$ cat src/rtl/bus_arbiter.sv
`default_nettype none
// ============================================================================
// Module   : bus_arbiter
// Purpose  : Round-robin arbiter sharing the single-master interconnect among
//            NumofMaster requesters. Grants one master at a time, drives the
//            master-side mux select and holds the grant until the owner's
//            transfer completes, the owner withdraws, or the hold watchdog
//            expires.
// Ports    : clk_i      - clock, rising edge
//            rst_i      - asynchronous reset, active-high
//            req_i      - per-master level request
//            done_i     - owner's transfer completed this cycle
//            gnt_o      - registered one-hot grant (or zero)
//            mux_sel_o  - registered index of current / last owner
//            busy_o     - any grant active
//            timeout_o  - one-cycle pulse after a watchdog revocation
// Revision : 1.0 - initial release
// ============================================================================
module bus_arbiter #(
  parameter int NumofMaster   = 2,
  parameter int TimeoutCycles = 16
) (
  input  logic                           clk_i,
  input  logic                           rst_i,
  input  logic [NumofMaster-1:0]         req_i,
  input  logic                           done_i,
  output logic [NumofMaster-1:0]         gnt_o,
  output logic [$clog2(NumofMaster)-1:0] mux_sel_o,
  output logic                           busy_o,
  output logic                           timeout_o
);

  localparam int MuxWidth = $clog2(NumofMaster);
  localparam int CntWidth = $clog2(TimeoutCycles + 1);
  // A disabled watchdog would give a zero-width counter; keep one bit.
  localparam int CntW     = (CntWidth < 1) ? 1 : CntWidth;

  localparam logic [CntW-1:0]        CntLast = (TimeoutCycles > 0) ? CntW'(TimeoutCycles - 1) : '0;
  localparam logic [MuxWidth:0]      NumW    = (MuxWidth + 1)'(NumofMaster);
  localparam logic [MuxWidth-1:0]    LastIdx = MuxWidth'(NumofMaster - 1);
  localparam logic [NumofMaster-1:0] OneLsb  = NumofMaster'(1);

  typedef enum logic [0:0] {
    IDLE = 1'b0,
    OWN  = 1'b1
  } state_t;

  state_t                  state, state_n;
  logic [MuxWidth-1:0]     ptr, ptr_n;
  logic [CntW-1:0]         cnt, cnt_n;
  logic [NumofMaster-1:0]  gnt_n;
  logic [MuxWidth-1:0]     sel_n;
  logic                    timeout_n;

  logic [NumofMaster-1:0]  owner_oh;
  logic                    owner_req;
  logic                    wd_hit;
  logic                    release_own;
  logic                    wd_release;
  logic [NumofMaster-1:0]  arb_req;

  logic                    found;
  logic [MuxWidth-1:0]     winner;
  logic [MuxWidth:0]       sum;
  logic [MuxWidth-1:0]     idx;

  // In OWN the grant is always onehot(mux_sel_o), so mux_sel_o names the owner.
  assign owner_oh    = OneLsb << mux_sel_o;
  assign owner_req   = req_i[mux_sel_o];
  assign wd_hit      = (TimeoutCycles != 0) && (cnt == CntLast);
  assign release_own = (state == OWN) && (done_i || !owner_req || wd_hit);
  // Watchdog only counts as the cause when neither done nor withdrawal applies.
  assign wd_release  = (state == OWN) && !done_i && owner_req && wd_hit;
  assign arb_req     = wd_release ? (req_i & ~owner_oh) : req_i;

  // Round-robin search starting at ptr; index wraps modulo NumofMaster.
  always_comb begin
    found  = 1'b0;
    winner = '0;
    sum    = '0;
    idx    = '0;
    for (int i = 0; i < NumofMaster; i++) begin
      sum = {1'b0, ptr} + (MuxWidth + 1)'(i);
      if (sum >= NumW) begin
        sum = sum - NumW;
      end
      idx = sum[MuxWidth-1:0];
      if (!found && arb_req[idx]) begin
        found  = 1'b1;
        winner = idx;
      end
    end
  end

  always_comb begin
    state_n   = state;
    ptr_n     = ptr;
    cnt_n     = cnt;
    gnt_n     = gnt_o;
    sel_n     = mux_sel_o;
    timeout_n = 1'b0;

    if ((state == IDLE) || release_own) begin
      timeout_n = wd_release;
      if (found) begin
        state_n = OWN;
        gnt_n   = OneLsb << winner;
        sel_n   = winner;
        cnt_n   = '0;
        ptr_n   = (winner == LastIdx) ? '0 : winner + 1'b1;
      end else begin
        // mux_sel_o deliberately keeps the last owner.
        state_n = IDLE;
        gnt_n   = '0;
      end
    end else if (cnt != '1) begin
      cnt_n = cnt + 1'b1;
    end
  end

  always_ff @(posedge clk_i or posedge rst_i) begin
    if (rst_i) begin
      state     <= IDLE;
      ptr       <= '0;
      cnt       <= '0;
      gnt_o     <= '0;
      mux_sel_o <= '0;
      timeout_o <= 1'b0;
    end else begin
      state     <= state_n;
      ptr       <= ptr_n;
      cnt       <= cnt_n;
      gnt_o     <= gnt_n;
      mux_sel_o <= sel_n;
      timeout_o <= timeout_n;
    end
  end

  assign busy_o = |gnt_o;

endmodule
`default_nettype wire

$ cat config.mk
export PLATFORM = sky130hd
export DESIGN_NAME = bus_arbiter
export DESIGN_NICKNAME = d
export VERILOG_FILES = /design/src/rtl/bus_arbiter.sv
export SDC_FILE = /design/constraint.sdc
export NUM_CORES = 1
export LEC_CHECK = 0
export BUFFER_PORTS_ARGS = -buffer_cell sky130_fd_sc_hd__buf_2
export CAP_MARGIN = 20
export CORE_MARGIN = 5
export CORE_UTILIZATION = 48
export DETAILED_ROUTE_END_ITERATION = 12
export PLACE_DENSITY = 0.68
export SYNTH_ARGS = -nofsm -noshare
export SYNTH_HDL_FRONTEND = slang
export SYNTH_SLANG_ARGS = --single-unit
$ cat constraint.sdc
create_clock -name clk_i -period 2.1 [get_ports clk_i]
set_clock_uncertainty 0.15 [all_clocks]
set_input_delay 0.63 -clock clk_i [delete_from_list [all_inputs] [get_ports clk_i]]
set_output_delay 0.63 -clock clk_i [all_outputs]
set_load 0.005 [all_outputs]
==> summary.md, run 1 <==
| Metric | Value |
|---|---|
| Count of cell instances traversed by the critical path | 7 |
| Worst Reg-to-Reg Cells | 7 |
| Effective utilization at floorplan | 50.8% |
| Transition time at the pin with the least slew margin | 417 ps |
| Top Family by Delay on Critical Path | adder cells |
| Share of final-layout standard cells stronger than drive strength 1 | a little under a third |
| CP cell instances | ha_1 > and3_1 > ha_2 > nand3b_1 > o22ai_2 > a21o_1 > mux2_4 |
| Kind of critical path | reg2reg |
| Pin count of the biggest net entering global routing | 12 |
| Startpoint kind of the worst setup timing path | flop |
| Sequential cell area | 275 um^2 |
| CTS tree | built |
| PD cells | 637 nW/um^2 |
| Count of hold buffers inserted by post-cts repair | 0 |
| Worst path arrival time | approximately 2000 ps |
| Setup repair after global routing missed its margin | false |
| Overall global routing resource usage | 13.5% |
| Number of failing hold endpoints at the final stage | 0 |
| Clock slew seen by the registers of the worst setup and hold paths | 70 ps |
| Maximum frequency from static timing analysis | 0.498 GHz |
| Post-route minimum period | about 2000 ps |
| Number of buffers between clock root and the deepest sink | 2 |
| Instance count of the mapped netlist | 63 |
| Antenna violations before repair | 0 |
| Area of combinational cells with multiple inputs | between 300 and 400 um^2 |
| Clock sink count | 11 |
| Area growth from synthesis to layout | 16.5% |
| Fill cell instance count of the final layout | 114 |
| Post-CTS Repair Setup Buffers | 0 |
| Post-synthesis register bit count | 11 |
| First-pass GRT wire length | 1970 um |
| First-pass iteration count of the detailed router | 4 |
| Syn Std Cell Area | 661 um^2 |
| Critical Path End Type | flop |
| Average cell area after synthesis | 10.5 um^2 |
| Largest voltage drop on the vdd net | 0.329 mV |
| Core Area | 1300 um^2 |
| Sequential cell area fraction in the yosys report | a little over two fifths |
| Placer Congestion | ~0.84 |
| Max Cap Viol | 0 |
| Via density | 5.53 |
| Final number of setup-violating endpoints | 0 |
| Slew margin rel. | 72.2% |
| Horizontal extent of the die | roughly 47 um |
| Wire length after detailed routing | 1220 um |
| Vias in the first global route | ~440 |
| Final total power | a little under 0.0005 W |
| Skew-Pair Late Insertion Delay | 270 ps |
| Leakage | 0.391 nW |
| Die height | about 47 um |
| Std-Cell Rows | 13 |
| Largest fanout of any net on the critical path | 5 |
| Cell area after layout | 769 um^2 |
| N_diodes | 0 |
| Hold crit path type | in2async |
| Top-level I/O count | 10 |
| Slowest Stage Delay on Critical Path | 390 ps |
| Number of slew-limit violations in the final report | 0 |
| Vias | 514 |
| Num CTS Buffers | 3 |
| Final layout net count | 87 |
| Detail-routed net length per standard cell | 13.1 um |
| Iteration-0 DRC count of the detailed router | 7 |
| Status | finished, final reports clean |
| Yosys warnings | 0 |
| DPL Wire Length | 909 um |
| Die Footprint | 2220 um^2 |
| Synth Net Count | 71 |
| Buffer type at the clock tree root | sky130_fd_sc_hd__clkbuf_4 |
| Area post-placement | around 740 um^2 |
| Req. time, crit path | 2110 ps |
| Gates resized, CTS repair | 0 |
| Sum of negative setup slack | 0 ps |
| IO buf count | 9 |
| Worst path buffer plus inverter count | 0 |
| CTS H-tree depth | 1 |
| Period utilisation layout | between 90% and 100% |
| GRT overflow | 0 |
| CP max-delay cell | sky130_fd_sc_hd__dfrtp_1 |
| Drt drc | 0 |
| Netlist cell types | 30 |
| Antenna violation net count after detailed routing | 0 |
-- worst register-to-register path: stages (launching register included) --
cell and delay, ps:
sky130_fd_sc_hd__dfrtp_1 390, sky130_fd_sc_hd__ha_1 230, sky130_fd_sc_hd__and3_1 220, sky130_fd_sc_hd__ha_2 210, sky130_fd_sc_hd__nand3b_1 120, sky130_fd_sc_hd__o22ai_2 120
sky130_fd_sc_hd__a21o_1 200, sky130_fd_sc_hd__mux2_4 250
-- through the flow --
stage / hold slack, ps / cells / setup WS, ps / util (%)
after global routing: 215 / 93 / 19.4 / 59.1
after floorplan: 314 / 63 / 93.3 / -
after detailed placement: 324 / 89 / 65.8 / 56.5
final: 187 / 93 / 93.9 / 59.1
after CTS: 193 / 93 / 45.6 / 58.6
after global placement: 326 / 89 / 80.9 / 56.5
-- final cells by class --
type	instances	area share [%]
Inverter	7	3.41
Sequential cell	11	35.8
Tap cell	15	2.44
Clock buffer	4	3.41
Multi-Input combinational cell	44	46.2
Timing Repair Buffer	12	8.78
-- final timing paths --
check	from	to	slack (ps)
min in group clk_i	gnt_o[0]	gnt_o[0]	330
max in group asynchronous	rst_i	ptr	1320
worst max-delay path	cnt[0]	cnt[0]	90
worst min register to register	gnt_o[0]	gnt_o[0]	330
worst min-delay path	rst_i	timeout_o	190
worst max register to register	cnt[0]	cnt[0]	90
-- cells in the mapped netlist --
master,instances,area (um^2)
sky130_fd_sc_hd__a21boi_0,1,7.51
sky130_fd_sc_hd__a21o_1,4,30.0
sky130_fd_sc_hd__a21o_2,1,8.76
sky130_fd_sc_hd__a21oi_1,4,20.0
sky130_fd_sc_hd__a22o_1,2,17.5
sky130_fd_sc_hd__a31oi_1,1,6.26
sky130_fd_sc_hd__and3_1,1,6.26
sky130_fd_sc_hd__buf_6,1,11.3
sky130_fd_sc_hd__dfrtp_1,11,275
sky130_fd_sc_hd__ha_1,3,37.5
sky130_fd_sc_hd__inv_1,7,26.3
sky130_fd_sc_hd__mux2_1,1,11.3
sky130_fd_sc_hd__mux2_4,1,15.0
sky130_fd_sc_hd__mux2i_1,1,10.0
sky130_fd_sc_hd__mux2i_4,1,22.5
sky130_fd_sc_hd__nand2_1,4,15.0
sky130_fd_sc_hd__nand2b_1,2,12.5
sky130_fd_sc_hd__nand3_1,1,5.00
sky130_fd_sc_hd__nand3b_1,1,7.51
sky130_fd_sc_hd__nand4b_1,1,8.76
sky130_fd_sc_hd__nor2_1,2,7.51
sky130_fd_sc_hd__nor2b_1,1,6.26
sky130_fd_sc_hd__nor3_4,1,16.3
sky130_fd_sc_hd__nor3b_1,1,7.51
sky130_fd_sc_hd__nor4_2,1,12.5
sky130_fd_sc_hd__o21ai_0,4,20.0
sky130_fd_sc_hd__o22a_1,1,8.76
sky130_fd_sc_hd__o22ai_2,1,12.5
sky130_fd_sc_hd__o32ai_1,1,8.76
sky130_fd_sc_hd__or2_2,1,6.26
-- layout by cell type, fill, tap and decap left out, types with 2 or more instances in the layout --
master and n:
sky130_fd_sc_hd__a21o_1 4, sky130_fd_sc_hd__a21oi_1 4, sky130_fd_sc_hd__a22o_1 2, sky130_fd_sc_hd__buf_2 9
sky130_fd_sc_hd__buf_4 3, sky130_fd_sc_hd__clkbuf_4 3, sky130_fd_sc_hd__dfrtp_1 11, sky130_fd_sc_hd__ha_1 2
sky130_fd_sc_hd__inv_1 7, sky130_fd_sc_hd__nand2_1 4, sky130_fd_sc_hd__nand2b_1 2, sky130_fd_sc_hd__nor2_1 2
sky130_fd_sc_hd__o21ai_0 4
-- registers in the layout, summed over array words and instances (netlist names) --
register   cells
gnt_o          2
state          1
ptr            1
timeout_o      1
cnt            5
mux_sel_o      1
-- kinds of logic (layout without fill, tap and decap cells) --
kind of cell	after synthesis	after routing	share of synthesized area, %
and+or+nand+nor	17	17	16.9
muxes	4	4	8.90
buffers and inverters	8	23	5.68
AOI/OAI and AO/OA	20	20	21.2
DFF	11	11	41.7
adders and majority gates	3	3	5.68
-- report_power, final --
group,switching [W],internal [W]
Clock,0.0000723,0.0000736
Combinational,0.0000461,0.0000508
Sequential,0.0000197,0.000228
-- layer usage --
metal	vias up	global-route usage, %	part of all wire [%]
met4	0	8.29	1.4
met2	14	18.2	43
met1	235	17.8	49
met3	2	5.75	6.3
li1	263	-	-
met5	-	0	0
(Power assumes the default switching activity.)
==> run 2, diff against run 1 <==
--- a/config.mk
+++ b/config.mk
@@ -7,10 +7,13 @@
 export LEC_CHECK = 0
 export BUFFER_PORTS_ARGS = -buffer_cell sky130_fd_sc_hd__buf_2
 export CAP_MARGIN = 20
-export CORE_MARGIN = 5
-export CORE_UTILIZATION = 48
+export CELL_PAD_IN_SITES_DETAIL_PLACEMENT = 0
+export CELL_PAD_IN_SITES_GLOBAL_PLACEMENT = 1
+export CORE_ASPECT_RATIO = 0.9
+export CORE_MARGIN = 10
+export CORE_UTILIZATION = 37
 export DETAILED_ROUTE_END_ITERATION = 12
-export PLACE_DENSITY = 0.68
+export PLACE_DENSITY = 0.67
 export SYNTH_ARGS = -nofsm -noshare
 export SYNTH_HDL_FRONTEND = slang
 export SYNTH_SLANG_ARGS = --single-unit
==> run 2 against run 1 <==
Net effect: sequential power about the same; core utilization shrank 13 points; die area increased by 75%; non-clock buffer count grew 1; first-iteration DRC count increased by 100%; clock power about the same; flip-flop and latch count did not move; wire length increased by 6.7%; combinational power increased by 2.6%; worst hold slack got worse by 5.0 ps.
==> summary.md, run 2 (synthesis results as in run 1) <==
| Metric | Value |
|---|---|
| Status | finished, final reports clean |
| Commonest cells after routing, fill and taps aside | sky130_fd_sc_hd__dfrtp_1 (11), sky130_fd_sc_hd__buf_2 (9), sky130_fd_sc_hd__inv_1 (7) |
| Leading cell type in the layout, fill and taps excluded | sky130_fd_sc_hd__dfrtp_1 |
| First-pass GRT wire length | 2120 um |
| CP max-delay cell | sky130_fd_sc_hd__dfrtp_1 |
| Area of combinational cells with multiple inputs | 348 um^2 |
| Slew margin rel. | 72.1% |
| Number of slew-limit violations in the final report | 0 |
| Clock slew seen by the registers of the worst setup and hold paths | 70 ps |
| Registers with the most flip-flops | cnt (5), gnt_o (2) |
| Count of hold buffers inserted by post-cts repair | 0 |
| IO buf count | 9 |
| Final number of setup-violating endpoints | 0 |
| Iteration-0 DRC count of the detailed router | 14 |
| Drt drc | 0 |
| Detail-routed net length per standard cell | 12.6 um |
| Maximum frequency from static timing analysis | 0.498 GHz |
| Gates resized, CTS repair | 0 |
| Kind of critical path | reg2reg |
| CTS tree | built |
| Placer Congestion | 0.808 |
| CP cell instances | ha_1 > and3_1 > ha_1 > nand3b_1 > o22ai_2 > a21o_1 > mux2_4 |
| Number of buffers between clock root and the deepest sink | 2 |
| Num CTS Buffers | 3 |
| Hold crit path type | in2async |
| Share of final-layout standard cells stronger than drive strength 1 | between 20 and 30% |
| Vias | 497 |
| Period utilisation layout | 95.6% |
| Post-route core utilization | 46.4% |
| Die height | 60.1 um |
| Sequential cell area | 275 um^2 |
| Origin of the critical flop-to-flop path | cnt[0] |
| Antenna violation net count after detailed routing | 0 |
| Startpoint kind of the worst setup timing path | flop |
| Final layout net count | 88 |
| Register ranked first by flip-flop count | cnt |
| First-pass iteration count of the detailed router | 4 |
| Start point of the critical path | cnt[0] |
| Number of flip-flops under the largest register name | 5 |
| Largest fanout of any net on the critical path | 4 |
| GRT overflow | 0 |
| Wire length after detailed routing | 1300 um |
| Post-route minimum period | approximately 2000 ps |
| Vias in the first global route | 463 |
| Skew-Pair Late Insertion Delay | roughly 270 ps |
| CTS H-tree depth | 1 |
| Largest voltage drop on the vdd net | 0.293 mV |
| Area growth from synthesis to layout | 18.2% |
| Overall global routing resource usage | under 10% |
| Setup repair after global routing missed its margin | false |
| Horizontal extent of the die | ~65 um |
| Critical Path End Type | flop |
| Req. time, crit path | 2110 ps |
| Effective utilization at floorplan | 39.3% |
| Via density | 4.83 |
| Leakage | 0.397 nW |
| Max Cap Viol | 0 |
| Slowest Stage Delay on Critical Path | approximately 390 ps |
| Die Footprint | 3880 um^2 |
| PD cells | 629 nW/um^2 |
| Transition time at the pin with the least slew margin | approximately 420 ps |
| Antenna violations before repair | 0 |
| N_diodes | 0 |
| Pin count of the biggest net entering global routing | 12 |
| Std-Cell Rows | 14 |
| Buffer type at the clock tree root | sky130_fd_sc_hd__clkbuf_4 |
| Clock sink count | 11 |
| Sum of negative setup slack | 0 ps |
| Core Area | 1680 um^2 |
| Post-CTS Repair Setup Buffers | 0 |
| Worst path arrival time | 2020 ps |
| Most frequent CP cell | sky130_fd_sc_hd__ha_1 |
| Top-level I/O count | 10 |
| Number of failing hold endpoints at the final stage | 0 |
| Fill cell instance count of the final layout | 175 |
## run 2: worst max-delay path, delay by kind of cell, from the launching register on
kind	cells	cell delay, ps
compound gates	2	320
fa+ha+maj	2	440
flops	1	390
mux	1	260
simple gates	2	340
## run 2: where the power goes
part	total, W	leakage, nW	switching [W]	internal [W]
combinational	0.0000994	0.240	0.0000470	0.0000524
sequential	0.000248	0.142	0.0000198	0.000228
clock	0.000144	0.0150	0.0000705	0.0000736
## run 2: per-layer routing
metal	GRT usage [%]	wire length [um]	part of all wire (%)	vias up
li1	-	-	-	257
met1	8.76	635	49	221
met2	9.13	517	40	15
met3	4.86	112	8.6	4
met4	4.57	32	2.5	0
met5	0	0	0	-
## run 2: worst paths after layout
path	endpoint	slack [ps]	depth (start not counted)
setup / recovery	cnt[0]	90	7
hold / removal	gnt_o[0]	180	2
setup reg to reg	cnt[0]	90	7
hold reg to reg	gnt_o[0]	340	2
max in group asynchronous	mux_sel_o	1320	2
min in group clk_i	gnt_o[0]	340	2
## run 2: area by class of cell
cell class                 instances  share of cell area [%]
clock buffer                       4                    3.37
inverter                           7                    3.37
multi-input combinational         44                    44.6
sequential                        11                    35.3
tap                               24                    3.85
timing repair buffer              13                    9.62
## run 2: metrics by stage
stage	cell area, um^2	hold WS, ps	power, W	setup slack [ps]	std cells
floorplan	661	314	0.000320	93.3	63
global placement	754	317	0.000352	113	99
detailed placement	754	331	0.000353	94.1	99
CTS	781	193	0.000503	71.7	103
global route	781	209	0.000520	0.122	103
finish	781	182	0.000491	92.3	103
